## src/rtl/bp_axi_dma_gearbox.sv

```systemverilog
`default_nettype none
// ============================================================================
// Module      : bp_axi_dma_gearbox
// Description : Multi-channel bidirectional width converter between wide L2
//               DMA fill words and narrow AXI4 data beats. Read path packs
//               narrow beats into a wide word (lowest slice first); write path
//               unpacks a wide word into narrow beats with a last flag.
//               Zero-bubble streaming in both directions, channels independent.
//               Optional per-channel transfer counters are enabled by defining
//               BP_AXI_DMA_GEARBOX_COUNTERS_EN.
// Revision    : 1.0 - initial release
// ============================================================================
module bp_axi_dma_gearbox #(
    parameter int num_channels_p = 1,
    parameter int wide_width_p   = 512,
    parameter int narrow_width_p = 64
) (
    input  logic                                          clk_i,
    input  logic                                          reset_i,

    input  logic [num_channels_p-1:0][narrow_width_p-1:0] rd_narrow_data_i,
    input  logic [num_channels_p-1:0]                     rd_narrow_v_i,
    output logic [num_channels_p-1:0]                     rd_narrow_ready_and_o,
    output logic [num_channels_p-1:0][wide_width_p-1:0]   rd_wide_data_o,
    output logic [num_channels_p-1:0]                     rd_wide_v_o,
    input  logic [num_channels_p-1:0]                     rd_wide_ready_and_i,

    input  logic [num_channels_p-1:0][wide_width_p-1:0]   wr_wide_data_i,
    input  logic [num_channels_p-1:0]                     wr_wide_v_i,
    output logic [num_channels_p-1:0]                     wr_wide_ready_and_o,
    output logic [num_channels_p-1:0][narrow_width_p-1:0] wr_narrow_data_o,
    output logic [num_channels_p-1:0]                     wr_narrow_v_o,
    output logic [num_channels_p-1:0]                     wr_narrow_last_o,
    input  logic [num_channels_p-1:0]                     wr_narrow_ready_and_i
`ifdef BP_AXI_DMA_GEARBOX_COUNTERS_EN
   ,output logic [num_channels_p-1:0][31:0]               rd_words_o
   ,output logic [num_channels_p-1:0][31:0]               wr_words_o
`endif
);

    localparam int c_ratio = wide_width_p / narrow_width_p;
    localparam int c_cnt_w = (c_ratio > 1) ? $clog2(c_ratio) : 1;
    localparam logic [c_cnt_w-1:0] c_last = c_cnt_w'(c_ratio - 1);

    // Reject geometries the slice indexing cannot represent
    generate
        if ((wide_width_p % narrow_width_p) != 0 || c_ratio < 1 ||
            (c_ratio & (c_ratio - 1)) != 0) begin : g_param_check
            $error("bp_axi_dma_gearbox: wide/narrow must be a power-of-2 integer ratio");
        end
    endgenerate

    generate
        for (genvar g = 0; g < num_channels_p; g++) begin : g_chan
            // ---------------- read path: narrow beats -> wide word ----------
            logic [wide_width_p-1:0] r_rd_asm;
            logic [wide_width_p-1:0] r_rd_word;
            logic [wide_width_p-1:0] w_rd_asm_next;
            logic [c_cnt_w-1:0]      r_rd_cnt;
            logic                    r_rd_v;
            logic                    w_rd_ready;
            logic                    w_rd_accept;

            // A held word blocks new beats unless it drains this same cycle
            assign w_rd_ready  = ~r_rd_v | rd_wide_ready_and_i[g];
            assign w_rd_accept = rd_narrow_v_i[g] & w_rd_ready;

            // Assembly buffer with the incoming beat dropped into its slice
            always_comb begin
                w_rd_asm_next = r_rd_asm;
                w_rd_asm_next[r_rd_cnt*narrow_width_p +: narrow_width_p] = rd_narrow_data_i[g];
            end

            // Assembly lives apart from the output word so partial data never shows
            always_ff @(posedge clk_i or posedge reset_i) begin
                if (reset_i) begin
                    r_rd_asm  <= '0;
                    r_rd_word <= '0;
                    r_rd_cnt  <= '0;
                    r_rd_v    <= 1'b0;
                end else begin
                    if (r_rd_v && rd_wide_ready_and_i[g]) begin
                        r_rd_v <= 1'b0;
                    end
                    if (w_rd_accept) begin
                        if (r_rd_cnt == c_last) begin
                            r_rd_word <= w_rd_asm_next;
                            r_rd_v    <= 1'b1;
                            r_rd_cnt  <= '0;
                        end else begin
                            r_rd_asm  <= w_rd_asm_next;
                            r_rd_cnt  <= r_rd_cnt + 1'b1;
                        end
                    end
                end
            end

            assign rd_narrow_ready_and_o[g] = w_rd_ready;
            assign rd_wide_data_o[g]        = r_rd_word;
            assign rd_wide_v_o[g]           = r_rd_v;

            // ---------------- write path: wide word -> narrow beats ---------
            logic [wide_width_p-1:0] r_wr_buf;
            logic [c_cnt_w-1:0]      r_wr_cnt;
            logic                    r_wr_v;
            logic                    w_wr_beat_done;
            logic                    w_wr_end;
            logic                    w_wr_ready;
            logic                    w_wr_capture;

            assign w_wr_beat_done = r_wr_v & wr_narrow_ready_and_i[g];
            assign w_wr_end       = w_wr_beat_done & (r_wr_cnt == c_last);
            assign w_wr_ready     = ~r_wr_v | w_wr_end;
            assign w_wr_capture   = wr_wide_v_i[g] & w_wr_ready;

            // Shift register presents slice 0 first; a new word may load on the last beat
            always_ff @(posedge clk_i or posedge reset_i) begin
                if (reset_i) begin
                    r_wr_buf <= '0;
                    r_wr_cnt <= '0;
                    r_wr_v   <= 1'b0;
                end else if (w_wr_capture) begin
                    r_wr_buf <= wr_wide_data_i[g];
                    r_wr_cnt <= '0;
                    r_wr_v   <= 1'b1;
                end else if (w_wr_end) begin
                    r_wr_buf <= r_wr_buf >> narrow_width_p;
                    r_wr_cnt <= '0;
                    r_wr_v   <= 1'b0;
                end else if (w_wr_beat_done) begin
                    r_wr_buf <= r_wr_buf >> narrow_width_p;
                    r_wr_cnt <= r_wr_cnt + 1'b1;
                end
            end

            assign wr_wide_ready_and_o[g] = w_wr_ready;
            assign wr_narrow_data_o[g]    = r_wr_buf[narrow_width_p-1:0];
            assign wr_narrow_v_o[g]       = r_wr_v;
            assign wr_narrow_last_o[g]    = r_wr_v & (r_wr_cnt == c_last);

`ifdef BP_AXI_DMA_GEARBOX_COUNTERS_EN
            logic [31:0] r_rd_words;
            logic [31:0] r_wr_words;

            // Count completed wide-side handshakes; natural 32-bit wrap
            always_ff @(posedge clk_i or posedge reset_i) begin
                if (reset_i) begin
                    r_rd_words <= '0;
                    r_wr_words <= '0;
                end else begin
                    if (r_rd_v && rd_wide_ready_and_i[g]) begin
                        r_rd_words <= r_rd_words + 32'd1;
                    end
                    if (w_wr_capture) begin
                        r_wr_words <= r_wr_words + 32'd1;
                    end
                end
            end

            assign rd_words_o[g] = r_rd_words;
            assign wr_words_o[g] = r_wr_words;
`endif

`ifndef SYNTHESIS
            a_rd_hold : assert property (@(posedge clk_i) disable iff (reset_i)
                (r_rd_v && !rd_wide_ready_and_i[g]) |=> (r_rd_v && $stable(r_rd_word)));
            a_wr_hold : assert property (@(posedge clk_i) disable iff (reset_i)
                (r_wr_v && !wr_narrow_ready_and_i[g]) |=> (r_wr_v && $stable(r_wr_buf[narrow_width_p-1:0])));
`endif
        end
    endgenerate

endmodule
`default_nettype wire

```

## config.mk

```make
export PLATFORM = sky130hd
export DESIGN_NAME = bp_axi_dma_gearbox
export DESIGN_NICKNAME = d
export VERILOG_FILES = /design/src/rtl/bp_axi_dma_gearbox.sv
export SDC_FILE = /design/constraint.sdc
export NUM_CORES = 2
export LEC_CHECK = 0
export ABC_AREA = 1
export BUFFER_PORTS_ARGS = -buffer_cell sky130_fd_sc_hd__buf_4
export CAP_MARGIN = 20
export CORE_MARGIN = 2
export CORE_UTILIZATION = 37
export CTS_BUF_LIST = sky130_fd_sc_hd__clkbuf_8
export DETAILED_ROUTE_END_ITERATION = 6
export PLACE_DENSITY = 0.59
export RECOVER_POWER = 100
export SYNTH_ARGS = -nofsm -noshare
export SYNTH_HDL_FRONTEND = slang
export SYNTH_SLANG_ARGS = --single-unit
```

## constraint.sdc

```tcl
create_clock -name clk_i -period 85.9 [get_ports clk_i]
set_input_delay 12.885 -clock clk_i [delete_from_list [all_inputs] [get_ports clk_i]]
set_output_delay 12.885 -clock clk_i [all_outputs]
set_load 0.02 [all_outputs]
```

==> implementation parameters <==
Parameter                              Value

Routing
  Detailed-route DRC error count ... 0
  Aggregate routed wire length ... 313000 um
  Detail Route Antenna Nets ... 0
  DRT iter0 DRCs ... ~8000
  Number of vias per cell after detailed routing ... 5.33
  Average wire per cell in the routed design ... 23.0 um
  Drt first pass iters ... 6
  Via total after detailed routing ... 72300

Status
  Violations in the final reports ... max-capacitance violations, max-slew violations
  Run status ... finished, violations left

Critical path
  Path depth of the worst reg2reg path ... 7
  Worst flop-to-flop path endpoint ... g_chan[0].r_rd_asm[211]$_DFFE_PP0P_
  Capture point of the critical path ... g_chan[0].r_rd_asm[211]$_DFFE_PP0P_
  Worst flop-to-flop path startpoint ... g_chan[0].r_rd_cnt[0]$_DFFE_PP0P_
  Dominant delay contributor by cell family on the critical path ... buffers and inverters
  Worst setup path class ... in -> reg
  Arrival @ worst endpoint ... 33950 ps
  Critical path startpoint category ... input port
  Worst setup path start ... rd_wide_ready_and_i
  Worst setup slack for register-to-register paths ... 63390 ps
  Total number of cells along the worst setup path ... 9
  Max Fanout on Critical Path ... 267
  Most frequent cell on the critical path ... sky130_fd_sc_hd__clkbuf_1
  Critical-path top delay cell ... sky130_fd_sc_hd__clkbuf_1
  Req. time, crit path ... around 86000 ps
  Slowest stage delay, CP ... between 8000 and 9000 ps
  WP buf/inv ... 5
  Ordered cell list for the critical path ... clkbuf_4, inv_1, nand2_1, nand2_1, nor2_1, clkbuf_1, clkbuf_1, clkbuf_1, o21ai_0
  Sort of element at the end of the critical path ... flop

Floorplan
  CORE AREA ... 203000 sq um
  Height of the die ... 456 um
  Die Outline Area ... between 200000 and 250000 sq um
  Die extent in x ... 456 um
  Starting Density ... 37.3%
  Number of top-level design ports ... 1163
  Std cell rows ... 165

Clocking
  H-tree depth reported by CTS ... 5
  Maximum number of buffers from clock root to sink ... 4
  Number of hold buffers added after cts ... 0
  Post-cts resize count ... 0
  Post-CTS setup-driven buffer insertion count ... 0
  Worst skew pair latency ... 1040 ps
  # clock sinks ... ~1500
  Clock transition at the registers of the reported paths ... around 60 ps
  CTS tree ... done
  Number of clock buffers inserted by TritonCTS ... 302
  Clock tree root buffer cell ... sky130_fd_sc_hd__clkbuf_8

STA
  Setup Viol. Count Final ... 0
  Setup repair after global routing missed its margin ... no
  Final hold violations ... 0
  Fraction of the cycle the final worst path needs ... 39.0%
  Slew headroom ... -694%
  Clock Skews ... 75.6 ps
  Final WS setup ... 52390 ps
  Max-slew violations ... 4152
  Transition at the pin with the smallest max-transition slack ... 11910 ps
  Maximum clock frequency ... ~30 MHz
  Min Clock Period, post-route ... 33510 ps
  Aggregate negative setup slack ... 0 ps

Run
  Max-cap violation count ... 40

Pwr
  Internal power summed over all cells ... around 1800 uW
  Static leakage power ... 0.0473 uW
  Part of the power in the clock network ... 23.1%
  Worst VDD drop ... 0.0000423 V
  Power share of the combinational group ... about two fifths
  Reported net switching power ... 1440 uW
  Switching power as a share of total power ... 45.2%
  PwrDens ... 36.3 nW/um^2
  Part of the total power dissipated in sequential elements ... 36.5%

Global routing
  Vias in the first global route ... 68000
  Pin count of the biggest net entering global routing ... ~270
  First-pass GRT wire length ... 457000 um
  Initial antenna violation count ... 69
  Remaining Overflow, GRT ... 0
  Total routing resource utilization after global routing ... ~30%

Final layout
  Most common cell after layout, fill and taps aside ... sky130_fd_sc_hd__nand2_1
  Number of non-filler instances in the completed layout ... 13600
  Filler Cells Inserted ... 21000
  Top library cells by usage in the layout, fill and taps aside ... sky130_fd_sc_hd__nand2_1, sky130_fd_sc_hd__nand3_1, sky130_fd_sc_hd__inv_1
  Net count, final ... between 10000 and 15000
  Area of the multi-input gates ... 27400 sq um
  P&R area growth vs syn ... 16.7%
  Register cell area after layout ... 38600 sq um
  Fraction of layout instances using a drive strength above 1 ... between 9 and 10%

Logic synthesis
  Post-synthesis xor/xnor area fraction ... 0%
  Area share of fa/ha/maj cells after synthesis ... less than 1%
  Netlist area before placement ... ~76000 sq um
  Basic-gate share of the synthesized area counting and, or, nand and nor cells ... 30.8%
  Main combinational cell family by area after synthesis ... simple AND/OR/NAND/NOR gates
  Share of synthesized area occupied by flip-flops and latches ... 51.2%
  YS warnings ... 0
  Compound-Gate Fraction of Synth Area ... 5.25%
  Mapped Avg Cell Area ... 7.66 sq um
  Share of cell area taken by muxes after synthesis ... 0%
  Cell count after synthesis ... 9861
  Post-synth net total ... about 10000
  #FFs+latches synth ... 1544
  Unique masters post-synth ... 26

Placement
  Worst Setup Slack post-DPL ... 59450 ps
  Quantity of I/O buffers inserted on ports ... 1162
  Placed Cells ... about 13000
  Placed wire-length estimate after detailed placement ... 205000 um
  Placer's final routability congestion estimate ... 0.948

Hold path
  HP Class ... reg -> reg
## area by class of cell
type	instances	share of cell area, %
flip-flops and latches	1544	43.8
multi-input cells	6056	31.1
repair buffers	1251	8.07
inverters	1496	6.39
clock buffers	386	6.03
well taps	2672	3.79
clock inverters	115	0.623
diodes	55	0.156
## flip-flops by register name (all words and copies together), names as in the netlist
| name | flops |
|---|---|
| g_chan.r_rd_asm | 512 |
| g_chan.r_rd_cnt | 3 |
| g_chan.r_wr_buf | 512 |
| g_chan.r_wr_cnt | 3 |
| rd_wide_data_o | 512 |
| rd_wide_v_o | 1 |
| wr_narrow_v_o | 1 |
## worst min-delay path, stage by stage, from the launching register on
cell and delay (ps):
sky130_fd_sc_hd__dfrtp_1 340, sky130_fd_sc_hd__nand2_1 50, sky130_fd_sc_hd__nand2_1 50
## cells by family after synthesis
logic type,after synthesis
DFF,1544
AOI/OAI and AO/OA,792
buffers and inverters,2261
adders and majority gates,9
and+or+nand+nor,5255
## worst min-delay path by stage
stage / depth (start not counted) / end / start / slack (ps)
floorplan: 1 / g_chan[0].r_wr_cnt[0]$_DFFE_PP0P_ / g_chan[0].r_wr_cnt[0]$_DFFE_PP0P_ / 450
global placement: 2 / g_chan[0].r_rd_asm[506]$_DFFE_PP0P_ / g_chan[0].r_rd_asm[506]$_DFFE_PP0P_ / 460
detailed placement: 2 / g_chan[0].r_rd_asm[263]$_DFFE_PP0P_ / g_chan[0].r_rd_asm[263]$_DFFE_PP0P_ / 460
CTS: 1 / g_chan[0].r_wr_cnt[0]$_DFFE_PP0P_ / g_chan[0].r_wr_cnt[0]$_DFFE_PP0P_ / 480
global route: 2 / g_chan[0].r_rd_asm[35]$_DFFE_PP0P_ / g_chan[0].r_rd_asm[35]$_DFFE_PP0P_ / 490
finish: 2 / rd_wide_data_o[327]$_DFFE_PP0P_ / rd_wide_data_o[327]$_DFFE_PP0P_ / 480
## synthesized netlist by cell type
| cell type | instances | area share (%) |
|---|---|---|
| sky130_fd_sc_hd__buf_4 | 118 | 1.2 |
| sky130_fd_sc_hd__ha_1 | 9 | 0.15 |
| sky130_fd_sc_hd__nor2_4 | 3 | 0.045 |
| sky130_fd_sc_hd__buf_6 | 21 | 0.31 |
| sky130_fd_sc_hd__clkbuf_1 | 245 | 1.2 |
| sky130_fd_sc_hd__nand2_1 | 2649 | 13 |
| sky130_fd_sc_hd__nor2_2 | 1 | 0.0083 |
| sky130_fd_sc_hd__nor2_1 | 5 | 0.025 |
| sky130_fd_sc_hd__o21ai_0 | 738 | 4.9 |
| sky130_fd_sc_hd__o22ai_1 | 1 | 0.0083 |
| sky130_fd_sc_hd__o21ai_1 | 51 | 0.34 |
| sky130_fd_sc_hd__buf_1 | 28 | 0.14 |
| sky130_fd_sc_hd__dfrtp_1 | 1544 | 51 |
| sky130_fd_sc_hd__inv_2 | 6 | 0.030 |
| sky130_fd_sc_hd__nand3_2 | 1 | 0.013 |
| sky130_fd_sc_hd__nor3b_2 | 1 | 0.017 |
| sky130_fd_sc_hd__nor3_4 | 1 | 0.022 |
| sky130_fd_sc_hd__inv_1 | 1489 | 7.4 |
| sky130_fd_sc_hd__buf_2 | 353 | 2.3 |
| sky130_fd_sc_hd__nand3b_1 | 63 | 0.63 |
| sky130_fd_sc_hd__nand4_1 | 65 | 0.54 |
| sky130_fd_sc_hd__a21oi_1 | 2 | 0.013 |
| sky130_fd_sc_hd__nand2_2 | 3 | 0.025 |
| sky130_fd_sc_hd__nand3_4 | 1 | 0.023 |
| sky130_fd_sc_hd__nand3_1 | 2462 | 16 |
| sky130_fd_sc_hd__inv_4 | 1 | 0.0083 |
## metal layers
| metal | up-vias | GRT usage (%) | share of wire (%) |
|---|---|---|---|
| li1 | 32800 | - | - |
| met2 | 3354 | 43.2 | 44 |
| met3 | 812 | 6.78 | 8.7 |
| met4 | 24 | 19.9 | 7.7 |
| met1 | 35300 | 38.3 | 40 |
| met5 | - | 0 | 0.051 |
## metrics by stage
| stage | hold slack, ps | utilization [%] | power [uW] | cell area (sq um) |
|---|---|---|---|---|
| finish | 475 | 43.5 | 3200 | 88200 |
| global route | 491 | 43.5 | 3400 | 88100 |
| detailed placement | 465 | 41.8 | 2530 | 84600 |
| CTS | 479 | 44.7 | 3280 | 90400 |
| floorplan | 447 | - | 2000 | 75500 |
| global placement | 461 | 41.8 | 2500 | 84600 |
## power by group through the flow
stage	combinational (uW)	clock, uW	sequential, uW
after floorplan	755	0	1240
after global placement	1330	0	1170
after detailed placement	1350	0	1170
after CTS	1360	752	1160
after global routing	1420	786	1190
final	1290	738	1170
Note: power is estimated with default switching activity, not from simulation.
